[config.mk]
export PLATFORM = sky130hd
export DESIGN_NAME = get_rr_scheduler
export DESIGN_NICKNAME = d
export VERILOG_FILES = /design/src/rtl/get_rr_scheduler.sv
export SDC_FILE = /design/constraint.sdc
export NUM_CORES = 1
export LEC_CHECK = 0
export ABC_CLOCK_PERIOD_IN_PS = 3700
export CORE_ASPECT_RATIO = 0.7
export CORE_MARGIN = 1
export CORE_UTILIZATION = 50
export CTS_CLUSTER_DIAMETER = 50
export DETAILED_ROUTE_END_ITERATION = 8
export PLACE_DENSITY = 0.77
export SLEW_MARGIN = 20
export SYNTH_ARGS = -nofsm -noshare
export SYNTH_HDL_FRONTEND = slang
export SYNTH_SLANG_ARGS = --single-unit
export TNS_END_PERCENT = 50
[constraint.sdc]
create_clock -name CLK -period 3.7 [get_ports CLK]
set_clock_uncertainty 0.2 [all_clocks]
set_input_delay 1.11 -clock CLK [delete_from_list [all_inputs] [get_ports CLK]]
set_output_delay 1.11 -clock CLK [all_outputs]
set_load 0.01 [all_outputs]
[src/rtl/get_rr_scheduler.sv]
// ---------------------------------------------------------------------------
// get_rr_scheduler
//
// Shares one IPPro core between NUM_CH input FIFOs in round-robin order.
// Each cycle at most one non-empty FIFO is granted and popped. The popped
// word reaches the core one cycle later, flagged by ENABLE_CORE and tagged
// with CH_SEL. The tag then rides a CORE_LATENCY-deep valid/tag shift
// register alongside the core, so the result leaves as OUT_WRITE_EN/OUT_CH.
// The output FIFO is guarded by a credit counter, so an item is only issued
// when a slot is already reserved for its result. The core pipeline
// therefore never has to stall.
//
// Ports:
//   CLK           in   system clock, rising edge
//   RESET_N       in   asynchronous active-low reset
//   ENABLE        in   run request; deassert = drain in-flight items and stop
//   EMPTY         in   per-input-FIFO empty flags [NUM_CH]
//   OUT_READ      in   downstream pop of the output FIFO; returns one credit
//   FIFO_READ_EN  out  one-hot read strobe to the granted FIFO (combinational)
//   ENABLE_CORE   out  core data valid, one cycle after the FIFO read
//   CH_SEL        out  channel tag for the current ENABLE_CORE
//   OUT_WRITE_EN  out  output FIFO write strobe (core result valid)
//   OUT_CH        out  channel tag accompanying OUT_WRITE_EN
//   CREDITS       out  free output FIFO slots
//   BUSY          out  not idle, or an item is still in flight
// ---------------------------------------------------------------------------
module get_rr_scheduler #(
  parameter int NUM_CH       = 4,
  parameter int CH_W         = 2,
  parameter int CORE_LATENCY = 3,
  parameter int OUT_DEPTH    = 8
) (
  input  logic              CLK,
  input  logic              RESET_N,
  input  logic              ENABLE,
  input  logic [NUM_CH-1:0] EMPTY,
  input  logic              OUT_READ,
  output logic [NUM_CH-1:0] FIFO_READ_EN,
  output logic              ENABLE_CORE,
  output logic [CH_W-1:0]   CH_SEL,
  output logic              OUT_WRITE_EN,
  output logic [CH_W-1:0]   OUT_CH,
  output logic [7:0]        CREDITS,
  output logic              BUSY
);

  typedef enum logic [1:0] {
    IDLE  = 2'd0,
    RUN   = 2'd1,
    DRAIN = 2'd2
  } state_t;

  state_t state, state_nxt;

  // Last granted channel. It resets to NUM_CH-1 so that the first search
  // starts at channel 0.
  logic [CH_W-1:0] ptr;

  // Grant search results
  logic [CH_W-1:0] cand;
  logic [CH_W-1:0] grant_ch;
  logic            found;
  logic            issue;

  // Credit arithmetic uses one extra bit so that the clamp can see a result
  // of OUT_DEPTH+1.
  logic [8:0] credit_sum;

  // Valid/tag shift register that runs beside the core. Stage k holds the
  // item that entered the core k cycles ago. The last stage is the output.
  logic [CORE_LATENCY:1] vld_lat;
  logic [CH_W-1:0]       tag_lat [1:CORE_LATENCY];

  // True when an item will still be inside the pipeline after the next
  // edge. The final stage is left out: an item there leaves on the next
  // edge. This lets DRAIN reach IDLE on the same edge that retires the last
  // write.
  logic pending;

  // ---------------------------------------------------------------------
  // Round-robin grant: walk from ptr+1 with wrap-around. Take the first
  // channel whose FIFO is not empty.
  // ---------------------------------------------------------------------
  always_comb begin
    found    = 1'b0;
    grant_ch = '0;
    cand     = ptr;
    for (int i = 0; i < NUM_CH; i++) begin
      cand = (cand == CH_W'(NUM_CH - 1)) ? '0 : cand + CH_W'(1);
      if (!found && !EMPTY[cand]) begin
        found    = 1'b1;
        grant_ch = cand;
      end
    end
  end

  // ENABLE is checked directly. A drop in the RUN cycle then stops the
  // issue in that same cycle, before the state register catches up.
  assign issue = (state == RUN) && ENABLE && (CREDITS != 8'd0) && found;

  always_comb begin
    FIFO_READ_EN = '0;
    if (issue) begin
      FIFO_READ_EN[grant_ch] = 1'b1;
    end
  end

  // ---------------------------------------------------------------------
  // Credits: an issue reserves a slot and an output pop frees one. If both
  // happen in the same cycle, they cancel. A pop at full credit is ignored
  // by the clamp.
  // ---------------------------------------------------------------------
  always_comb begin
    credit_sum = {1'b0, CREDITS} - {8'd0, issue} + {8'd0, OUT_READ};
    if (credit_sum > 9'(OUT_DEPTH)) begin
      credit_sum = 9'(OUT_DEPTH);
    end
  end

  // ---------------------------------------------------------------------
  // Sequencing FSM
  // ---------------------------------------------------------------------
  always_comb begin
    pending = ENABLE_CORE;
    for (int k = 1; k < CORE_LATENCY; k++) begin
      pending = pending | vld_lat[k];
    end
  end

  always_comb begin
    state_nxt = state;
    case (state)
      IDLE: begin
        if (ENABLE) state_nxt = RUN;
      end
      RUN: begin
        if (!ENABLE) state_nxt = DRAIN;
      end
      DRAIN: begin
        if (ENABLE)        state_nxt = RUN;
        else if (!pending) state_nxt = IDLE;
      end
      default: state_nxt = IDLE;
    endcase
  end

  always_ff @(posedge CLK or negedge RESET_N) begin
    if (!RESET_N) begin
      state   <= IDLE;
      ptr     <= CH_W'(NUM_CH - 1);
      CREDITS <= 8'(OUT_DEPTH);
    end else begin
      state   <= state_nxt;
      CREDITS <= credit_sum[7:0];
      if (issue) begin
        ptr <= grant_ch;
      end
    end
  end

  // ---------------------------------------------------------------------
  // FIFO read -> core enable (one-cycle FIFO read latency). CH_SEL keeps
  // the last tag between issues.
  // ---------------------------------------------------------------------
  always_ff @(posedge CLK or negedge RESET_N) begin
    if (!RESET_N) begin
      ENABLE_CORE <= 1'b0;
      CH_SEL      <= '0;
    end else begin
      ENABLE_CORE <= issue;
      if (issue) begin
        CH_SEL <= grant_ch;
      end
    end
  end

  // ---------------------------------------------------------------------
  // Core latency tracking: ENABLE_CORE/CH_SEL shift through CORE_LATENCY
  // stages. The tags are also cleared on reset, so OUT_CH starts at zero.
  // ---------------------------------------------------------------------
  always_ff @(posedge CLK or negedge RESET_N) begin
    if (!RESET_N) begin
      vld_lat <= '0;
      for (int k = 1; k <= CORE_LATENCY; k++) begin
        tag_lat[k] <= '0;
      end
    end else begin
      vld_lat[1] <= ENABLE_CORE;
      tag_lat[1] <= CH_SEL;
      for (int k = 2; k <= CORE_LATENCY; k++) begin
        vld_lat[k] <= vld_lat[k-1];
        tag_lat[k] <= tag_lat[k-1];
      end
    end
  end

  assign OUT_WRITE_EN = vld_lat[CORE_LATENCY];
  assign OUT_CH       = tag_lat[CORE_LATENCY];

  assign BUSY = (state != IDLE) || ENABLE_CORE || (|vld_lat);

endmodule

==> flow_summary.ini <==
[worst_setup_path]
crit_path_max_incr_delay_ns = 0.34
cp_data_arrival_time_ns = 3.74
reg2reg_depth = 15
path_class = input pin to flip-flop
slowest_stage = fa_2
endpoint_kind = flip-flop
required_ns = 3.70
cp_max_fo = 6
crit_cells = 16
cp_num_buf_inv = 5
start_kind = input pin
crit_chain = buf_8 > nand4_1 > nand4b_1 > a41oi_2 > buf_4 > ha_4 > inv_2 > ha_4 > inv_2 > fa_2 > nand2b_4 > buf_6 > a211oi_4 > or3_4 > o2111ai_4 > or2_1
cp_top_family = simple AND/OR/NAND/NOR gates

[synth]
synth_area_um2 = 1428
ys.flop_type = dfrtp_1
synthCells = 139
ys_async_sr_fraction_pct = 100.0
synth_edf_count = 0
yosysWarnings = 0
synth_top_area_share_pct = 36.81
yosys.area.top_type = dfrtp_1
synth_area_leaders = dfrtp_1 (37%), ha_1 (11%), dfstp_2 (5.5%)
ys_ff_latch = 24
avgSynthCellArea_um2 = 10.27
synth_cell_types = 47
yosysSeqAreaShare_pct = 42.33

[timing]
period_share_pct = 100.8
whs_ns = 0.1536
max_freq_mhz = 268.1
tns_ns = -0.03064
setup_ws_ns = -0.03064
rsz0062_at_grt = yes
drv_slew = 0
fin_crit_ns = 3.731
finalSetupViolations = 1
final_hold_viol_count = 0

[clocking]
insertion_delay_ns = 0.27
clk_pin_slew_ns = 0.09
cts_buffer_depth = 2
htree_num_levels = 1
cts_sinks = 24
cts_root_buf = clkbuf_8
cts_tree = done
cts_buffers = 3

[power_and_ir_drop]
pwr-share-seq_pct = 34.4
p_per_area_nw_per_um2 = 514.3
p_int_mw = 0.7048
vdd_drop_max_v = 0.0003963
switching_share_pct = 33.66
clockPowerShare_pct = 21.8
p_sw_mw = 0.3576
p_leak_nw = 0.9103
p_comb_share_pct = 43.8
finalPower_mw = 1.062

[global_routing]
grt_pass1_wl_um = 5947
grt_antenna_before_repair = 0
track_usage_pct = 27.33
grt_pass1_vias = 1236
grt_max_degree = 25
grt-ovfl-total = 0

[final_layout]
layout.nets = 213
fin_util_pct = 79.76
regArea_um2 = 604.3
fillCellCount = 169
diodes = 0
syn_to_final_growth_pct = 44.70
multi_input_area_um2 = 865.8
drive_gt1_share_pct = 33.68

[floorplanning]
core_area_um2 = 2590
rows = 15
die_x_um = 65.87
die_area_um2 = 3076
start_util_pct = 55.12
die_y_um = 46.71
ios = 27

[detailed_routing]
firstDrtPassIters = 4
drtIter0Drc = 66
num_vias = 1306
drt-vias-per-instance = 5.830
drcViolationCount = 0
drt-wirelength-per-cell_um = 18.51
drt-total-wl_um = 4146
ant_nets = 0

[placement]
dpl.hpwl_um = 2633
place.gp.congestion = 0.9138
port_buffers = 26
pre_cts_slack_ns = -0.8255

[worst_hold_path]
hp-class = flip-flop to flip-flop
worstHoldPathCells = 0

[flow_run]
drv_cap = 0

[outcome]
violations = negative setup slack
status = finished, violations left
==> registers in the layout, indices dropped and copies added (netlist names) <==
signal,count
state,2
vld_lat,3
ENABLE_CORE,1
ptr,2
OUT_CH,2
tag_lat,4
CH_SEL,2
CREDITS,8
==> layer usage <==
layer / part of all wire [%] / wire length, µm / vias up / GRT usage, %
li1: - / - / 600 / -
met1: 40 / 1679 / 610 / 34.11
met2: 49 / 2014 / 76 / 46.94
met3: 7.4 / 307 / 20 / 6.683
met4: 3.5 / 144 / 0 / 10.43
met5: 0 / 0 / - / 0
==> logic make-up after synthesis <==
logic type	share of synthesized area, %
and+or+nand+nor	16.13
buffers and inverters	6.310
adders and majority gates	12.80
muxes	1.577
xor gates and xnor gates	0.6136
DFF	42.33
AOI/OAI and AO/OA	19.98
other	0.2627
==> timing repair <==
action / in CTS / in global routing
setup buffers: 6 / 1
hold buffers: 0 / 0
setup endpoints to repair: 8 / 8
resized for setup: 50 / 17
pin swaps: 11 / 12
==> final timing paths <==
path	start	endpoint	slack, ns
max	EMPTY[3]	CREDITS[3]$_DFF_PN1_	-0.03
min	tag_lat[5]$_DFF_PN0_	tag_lat[3]$_DFF_PN0_	0.15
max reg2reg	CREDITS[3]$_DFF_PN1_	CREDITS[3]$_DFF_PN1_	0.39
min reg2reg	tag_lat[5]$_DFF_PN0_	tag_lat[3]$_DFF_PN0_	0.15
max in group asynchronous	RESET_N	CREDITS[3]$_DFF_PN1_	2.02
min in group asynchronous	RESET_N	CH_SEL[0]$_DFFE_PN0P_	0.99
==> final cells by class <==
cell class                 instances  share of cell area [%]
tap                               34                   2.059
clock buffer                       3                   1.999
multi-input combinational         96                   41.91
inverter                          19                   3.452
clock inverter                     1                   1.454
sequential                        24                   29.26
timing repair buffer              47                   19.87
==> synth_stat cells (3+ instances only) <==
cell / count
ha_1: 13
nor2_1: 8
a211oi_1: 3
dfstp_2: 3
nand2_1: 3
o21ai_0: 5
dfrtp_1: 21
nor3_1: 4
a21oi_1: 6
nor2b_1: 4
inv_1: 19
nand2b_1: 4
or3_1: 3
==> power by group through the flow <==
stage / Sequential, mW / Combinational [mW] / Clock (mW)
final: 0.366 / 0.465 / 0.232
after CTS: 0.363 / 0.423 / 0.228
after floorplan: 0.370 / 0.207 / 0
after global routing: 0.369 / 0.504 / 0.242
after detailed placement: 0.367 / 0.375 / 0
after global placement: 0.362 / 0.358 / 0
==> placed cells by master (no fill, tap or decap), types with 2 or more instances in the layout <==
| cell type | n |
|---|---|
| buf_6 | 4 |
| inv_2 | 2 |
| or3_1 | 2 |
| nand3b_1 | 2 |
| clkbuf_8 | 3 |
| dfrtp_1 | 21 |
| nor2_1 | 7 |
| inv_1 | 17 |
| o22ai_1 | 2 |
| conb_1 | 4 |
| mux2_2 | 2 |
| clkdlybuf4s50_1 | 17 |
| ha_4 | 2 |
| nand2_1 | 3 |
| o21ai_1 | 2 |
| nor2b_1 | 3 |
| buf_2 | 3 |
| nand2b_1 | 2 |
| dfstp_2 | 3 |
| nor3_2 | 3 |
| a21oi_1 | 6 |
| o21ai_0 | 3 |
| o2111a_1 | 2 |
| o21a_1 | 2 |
| buf_4 | 20 |
| ha_1 | 11 |
| nand2b_4 | 2 |
| a211oi_1 | 2 |
==> per-stage QoR <==
stage,instances,area [µm²]
2_1_floorplan,142,1460
3_3_place_gp,214,1857
3_5_place_dp,214,1857
4_1_cts,223,2004
5_1_grt,224,2066
6_report,224,2066
No activity file was read; power rests on OpenSTA's default activity.
